--- config.mk ---
export PLATFORM = sky130hd
export DESIGN_NAME = cb_crc24b_attach
export DESIGN_NICKNAME = d
export VERILOG_FILES = /design/src/rtl/cb_seg_pkg.sv /design/src/rtl/crc24_lfsr.sv /design/src/rtl/cb_crc24b_attach.sv
export SDC_FILE = /design/constraint.sdc
export NUM_CORES = 1
export LEC_CHECK = 0
export ABC_AREA = 1
export BUFFER_PORTS_ARGS = -buffer_cell sky130_fd_sc_hd__buf_2
export CORE_ASPECT_RATIO = 0.75
export CORE_MARGIN = 4
export CORE_UTILIZATION = 59
export CTS_CLUSTER_SIZE = 25
export DETAILED_ROUTE_END_ITERATION = 10
export MAX_ROUTING_LAYER = met4
export PLACE_DENSITY = 0.82
export SYNTH_ARGS = -nofsm -noshare
export SYNTH_HDL_FRONTEND = slang
export SYNTH_SLANG_ARGS = --single-unit
--- constraint.sdc ---
create_clock -name clk -period 2.1 [get_ports clk]
set_input_delay 0.42 -clock clk [delete_from_list [all_inputs] [get_ports clk]]
set_output_delay 0.42 -clock clk [all_outputs]
set_load 0.03 [all_outputs]
--- src/rtl/cb_seg_pkg.sv ---
// Shared definitions for the code block segmentation / CRC attachment chain.
//   CRC24A_POLY, CRC24B_POLY : generator polynomials without the x^24 term
//   CRC_LEN                  : code block CRC length in bits
//   attach_state_t           : CRC attachment FSM states
package cb_seg_pkg;

    localparam int unsigned CRC_LEN     = 24;
    localparam logic [23:0] CRC24A_POLY = 24'h864CFB;
    localparam logic [23:0] CRC24B_POLY = 24'h800063;

    typedef enum logic [1:0] {
        StIdle,
        StData,
        StCrco
    } attach_state_t;

endpackage

--- src/rtl/crc24_lfsr.sv ---
// Serial CRC LFSR (MSB-first, Galois form).
//   clk, reset : clock, asynchronous active-high reset (state <- INIT)
//   init       : use INIT as the prior state for this cycle
//   shift_en   : advance the register by one bit
//   d          : message bit folded in when out_mode = 0
//   out_mode   : plain left shift with zero fill (CRC read-out)
//   state      : current register contents
module crc24_lfsr
    import cb_seg_pkg::*;
#(
    parameter int unsigned         W    = CRC_LEN,
    parameter logic [W-1:0]        POLY = CRC24B_POLY,
    parameter logic [W-1:0]        INIT = '0
) (
    input  logic         clk,
    input  logic         reset,
    input  logic         init,
    input  logic         shift_en,
    input  logic         d,
    input  logic         out_mode,
    output logic [W-1:0] state
);

    logic [W-1:0] state_q, state_d;
    logic [W-1:0] prior;

    always_comb begin
        prior   = init ? INIT : state_q;
        state_d = prior;
        if (shift_en) begin
            if (out_mode) begin
                state_d = {prior[W-2:0], 1'b0};
            end else begin
                state_d = {prior[W-2:0], 1'b0} ^ ((d ^ prior[W-1]) ? POLY : '0);
            end
        end
    end

    always_ff @(posedge clk or posedge reset) begin
        if (reset) begin
            state_q <= INIT;
        end else begin
            state_q <= state_d;
        end
    end

    assign state = state_q;

endmodule

--- src/rtl/cb_crc24b_attach.sv ---
// Serial CRC24B attachment: computes the CRC over data/filler bits of each code
// block and writes it into the reserved CRC slot bits, MSB first. One cycle
// of registered latency; input gaps are reproduced on the output.
//   clk, reset                                  : clock, async active-high reset
//   in_valid/in_data/in_start/in_filling/in_crc : serial input bit and flags
//   out_valid/out_data/out_start/out_filling/out_crc : serial output bit and flags
//   blk_done : pulse with the last CRC bit out
//   err      : pulse on a protocol violation
module cb_crc24b_attach
    import cb_seg_pkg::*;
#(
    parameter int unsigned         CRC_W = CRC_LEN,
    parameter logic [CRC_W-1:0]    POLY  = CRC24B_POLY,
    parameter logic [CRC_W-1:0]    INIT  = '0
) (
    input  logic clk,
    input  logic reset,
    input  logic in_valid,
    input  logic in_data,
    input  logic in_start,
    input  logic in_filling,
    input  logic in_crc,
    output logic out_valid,
    output logic out_data,
    output logic out_start,
    output logic out_filling,
    output logic out_crc,
    output logic blk_done,
    output logic err
);

    attach_state_t state_q, state_d;
    logic [4:0]       cnt_q, cnt_d;
    logic [CRC_W-1:0] lfsr;
    logic             lfsr_init, lfsr_shift, lfsr_out_mode, msg_bit;
    logic             data_d, start_d, fill_d, crc_d, done_d, err_d;
    logic             unused_lfsr;

    assign msg_bit     = in_data & ~in_filling;
    assign unused_lfsr = ^lfsr[CRC_W-2:0];

    crc24_lfsr #(
        .W    (CRC_W),
        .POLY (POLY),
        .INIT (INIT)
    ) u_lfsr (
        .clk      (clk),
        .reset    (reset),
        .init     (lfsr_init),
        .shift_en (lfsr_shift),
        .d        (msg_bit),
        .out_mode (lfsr_out_mode),
        .state    (lfsr)
    );

    always_comb begin
        state_d       = state_q;
        cnt_d         = cnt_q;
        lfsr_init     = 1'b0;
        lfsr_shift    = 1'b0;
        lfsr_out_mode = 1'b0;
        data_d        = 1'b0;
        start_d       = 1'b0;
        fill_d        = 1'b0;
        crc_d         = 1'b0;
        done_d        = 1'b0;
        err_d         = 1'b0;

        if (in_valid) begin
            data_d = msg_bit;
            fill_d = in_filling;
            if (in_start) begin
                // A start always wins; it is only an error when it cuts a CRC
                // short or coincides with a CRC slot flag.
                lfsr_init  = 1'b1;
                lfsr_shift = 1'b1;
                start_d    = 1'b1;
                cnt_d      = '0;
                state_d    = StData;
                err_d      = in_crc | (state_q == StCrco);
            end else begin
                unique case (state_q)
                    StIdle: begin
                        err_d = 1'b1;
                    end
                    StData, StCrco: begin
                        if (in_crc) begin
                            lfsr_shift    = 1'b1;
                            lfsr_out_mode = 1'b1;
                            data_d        = lfsr[CRC_W-1];
                            fill_d        = 1'b0;
                            crc_d         = 1'b1;
                            if (cnt_q == 5'(CRC_W - 1)) begin
                                done_d  = 1'b1;
                                cnt_d   = '0;
                                state_d = StIdle;
                            end else begin
                                cnt_d   = cnt_q + 5'd1;
                                state_d = StCrco;
                            end
                        end else if (state_q == StData) begin
                            lfsr_shift = 1'b1;
                        end else begin
                            // CRC cut short by a data bit: pass it through, drop the rest.
                            err_d   = 1'b1;
                            cnt_d   = '0;
                            state_d = StIdle;
                        end
                    end
                    default: begin
                        state_d = StIdle;
                    end
                endcase
            end
        end
    end

    always_ff @(posedge clk or posedge reset) begin
        if (reset) begin
            state_q     <= StIdle;
            cnt_q       <= '0;
            out_valid   <= 1'b0;
            out_data    <= 1'b0;
            out_start   <= 1'b0;
            out_filling <= 1'b0;
            out_crc     <= 1'b0;
            blk_done    <= 1'b0;
            err         <= 1'b0;
        end else begin
            state_q     <= state_d;
            cnt_q       <= cnt_d;
            out_valid   <= in_valid;
            out_data    <= data_d;
            out_start   <= start_d;
            out_filling <= fill_d;
            out_crc     <= crc_d;
            blk_done    <= done_d;
            err         <= err_d;
        end
    end

endmodule

==> flow_summary_export.csv <==
group,metric,value,unit
setup_path,worst-path-stages,9,
setup_path,path_cells,"inv_1 -> ha_1 -> nand2_1 -> nand2_4 -> nand2_4 -> inv_8 -> nand3_4 -> o21ai_0 -> nand2_1",
finish,antenna_cells,0,
clocking,cts_sinks,38,
timing,maxSlewViolCount,0,
drt,first_pass_iters,4,
timing,skew,0.00627,ns
drt,ant_nets,0,
clocking,clock_tree.root_cell,"clkbuf_8",
grt,overflow,0,
drt,wl_per_cell,14.0,um
timing,setup_ws,0.331,ns
synthesis,ys_warn_count,0,
clocking,cts_max_level,2,
setup_path,cp_data_required_time,2.29,ns
setup_path,cp_top_family,"simple AND/OR/NAND/NOR gates",
synthesis,synth_area_leader_cell,"dfrtp_1",
drt,vias,1308,
synthesis,seq_area_frac_synth,0.499,
drt,route.met2.wl,1620,um
grt,grt_pass1_wl,6140,um
pwr,power_leakage,1.02,nW
timing,rsz0062_at_grt,"no",
clocking,cts_resized,0,
pwr,ir_worst_vdd,573,uV
drt,totalWireLength,3450,um
grt,first_global_vias,1330,
setup_path,worst-path-max-fanout,25,
synthesis,syn_area,1900,um2
setup_path,cpMaxStageDelayCell,"dfrtp_1",
clocking,tritoncts,"done",
timing,relSlewSlack,0.683,
setup_path,critical-path-max-stage-delay,0.38,ns
synthesis,synth_fp_nets,202,
synthesis,yosysTopAreaCellShare,0.499,
floorplanning,ios,14,
job,maxCapViolCount,0,
clocking,clk_pin_slew,0.08,ns
drt,dr.max_layer_used,"met4",
hold_path,worstHoldPathType,"input pin to asynchronous set/reset pin",
placement,io_buffers,13,
drt,wl_met1,1580,um
synthesis,async_reset_ff_frac,1.00,
drt,vias_per_cell,5.32,
setup_path,crit_buf_inv,2,
timing,max_freq,0.565,GHz
floorplanning,die_area,4210,um2
synthesis,ys_ff_latch,38,
timing,setup_viol,0,
drt,drtIter0Drc,81,
clocking,insertion_delay,0.30,ns
timing,min_period,1.77,ns
timing,worstMarginPinSlew,0.475,ns
setup_path,crit_type,"register to register",
synthesis,syn_inst,190,
synthesis,synthDistinctLibCells,27,
pwr,p_per_area,1000,nW/um2
timing,whs,0.225,ns
placement,dp_slack,0.327,ns
timing,tns,0,ns
finish,syn2layout_area_growth,9.07,%
floorplanning,fp.dieW,73.6,um
setup_path,cp-start-kind,"register",
drt,route.detailed.drc,0,
finish,nNetsFinal,219,
clocking,cts_inserted_buffers,5,
floorplanning,fp-row-count,17,
placement,gp_congestion,0.825,
grt,track_usage,0.201,
grt,grt_antenna_before_repair,0,
synthesis,synth_edf_count,0,
setup_path,worstRegToRegCells,9,
status,status,"finished, final reports clean",
synthesis,netlist_top_cells_area,"dfrtp_1, nand2_1, nand3_2",
clocking,cts_hold_buf,0,
setup_path,crit_arrival,1.95,ns
grt,grt_max_degree,39,
finish,drive_gt1_frac,0.298,
drt,route.met3.wl,203,um
timing,finalHoldViolCount,0,
floorplanning,die_h,57.2,um
synthesis,avgSynthCellArea,10.0,um2
synthesis,ys.flop_type,"dfrtp_1",
floorplanning,core,3020,um2
placement,hpwl,2450,um
clocking,cts_max_path_buffers,2,
clocking,cts_setup_buffers,0,
pwr,total_power,0.00208,W
setup_path,endpoint_kind,"register",
finish,fill_cells,231,
floorplanning,start_util,0.630,
timing,finalCritPeriodShare,0.842,
==> state kept, by name, summed over array words and instances (netlist names) <==
register / cells
out_start: 1
state_q: 2
u_lfsr.state: 24
err: 1
out_valid: 1
out_crc: 1
out_filling: 1
blk_done: 1
out_data: 1
cnt_q: 5
==> layout by cell type (no fill, tap or decap) <==
cell type and instances:
clkbuf_1 2, buf_4 3, inv_1 24, nand3_4 1, a22o_1 1, xor2_1 1, nand3_1 6, ha_1 5
nand2_1 41, o21ai_2 11, dfrtp_1 38, o22ai_1 1, bufinv_16 1, o31ai_2 8, nand2_2 2, nor2_1 10
inv_8 1, buf_2 13, nand2_4 3, clkbuf_8 5, nor3_1 2, a21oi_1 3, nor4_1 1, nand3_2 12
nand4_1 1, inv_2 2, o21ai_0 9, o21ai_1 1
==> through the flow <==
step | util | area, um2 | instances
4_1_cts | 0.688 | 2080 | 246
5_1_grt | 0.688 | 2080 | 246
3_3_place_gp | 0.652 | 1970 | 238
2_1_floorplan | - | 1900 | 190
6_report | 0.688 | 2080 | 246
3_5_place_dp | 0.652 | 1970 | 238
==> cell families after synthesis <==
| kind of cell | share of synthesized area |
|---|---|
| AND/OR/NAND/NOR | 0.225 |
| flip-flops | 0.499 |
| AO/OA/AOI/OAI | 0.145 |
| buffers and inverters | 0.0933 |
| adder cells (fa/ha/maj) | 0.0329 |
| XOR/XNOR | 0.00460 |
==> worst paths after layout <==
kind                                      start                to  slack, ns
worst max-delay path                 state_q[0]  u_lfsr.state[23]       0.33
worst min-delay path                      reset         out_valid       0.22
worst max register to register       state_q[0]  u_lfsr.state[23]       0.33
worst min register to register  u_lfsr.state[6]   u_lfsr.state[6]       0.48
max in group asynchronous                 reset          cnt_q[4]       1.54
min in group clk                       in_valid         out_valid       0.35
==> layer usage <==
metal	track usage	vias to the layer above
met5	-	-
met4	0.0698	0
met3	0.0845	5
met2	0.294	33
met1	0.249	621
li1	-	649
==> cell usage after synthesis (3+ instances only) <==
cell and n:
nand3_1 6, dfrtp_1 38, o21ai_2 11, ha_1 5
nand2_4 3, nor2_1 10, nand3_2 12, o21ai_0 9
a21oi_1 3, inv_1 24, o31ai_2 8, nand2_1 41
==> layout make-up <==
cell class,instances,area (um2),area share
clock buffer,7,76.3,0.0367
clock inverter,1,30.0,0.0145
inverter,27,109,0.0524
multi-input combinational,119,776,0.373
sequential,38,951,0.458
tap,38,47.5,0.0229
timing repair buffer,16,87.6,0.0422
==> tightest hold or removal path: stages <==
cell and delay (ns):
buf_2 0.10, inv_1 0.04, buf_4 0.40
==> power by group <==
part	internal, W	switching [W]	total [W]
Combinational	0.000176	0.000342	0.000518
Clock	0.000355	0.000256	0.000612
Sequential	0.000874	0.0000754	0.000949
Power figures use the tool's default switching activity.
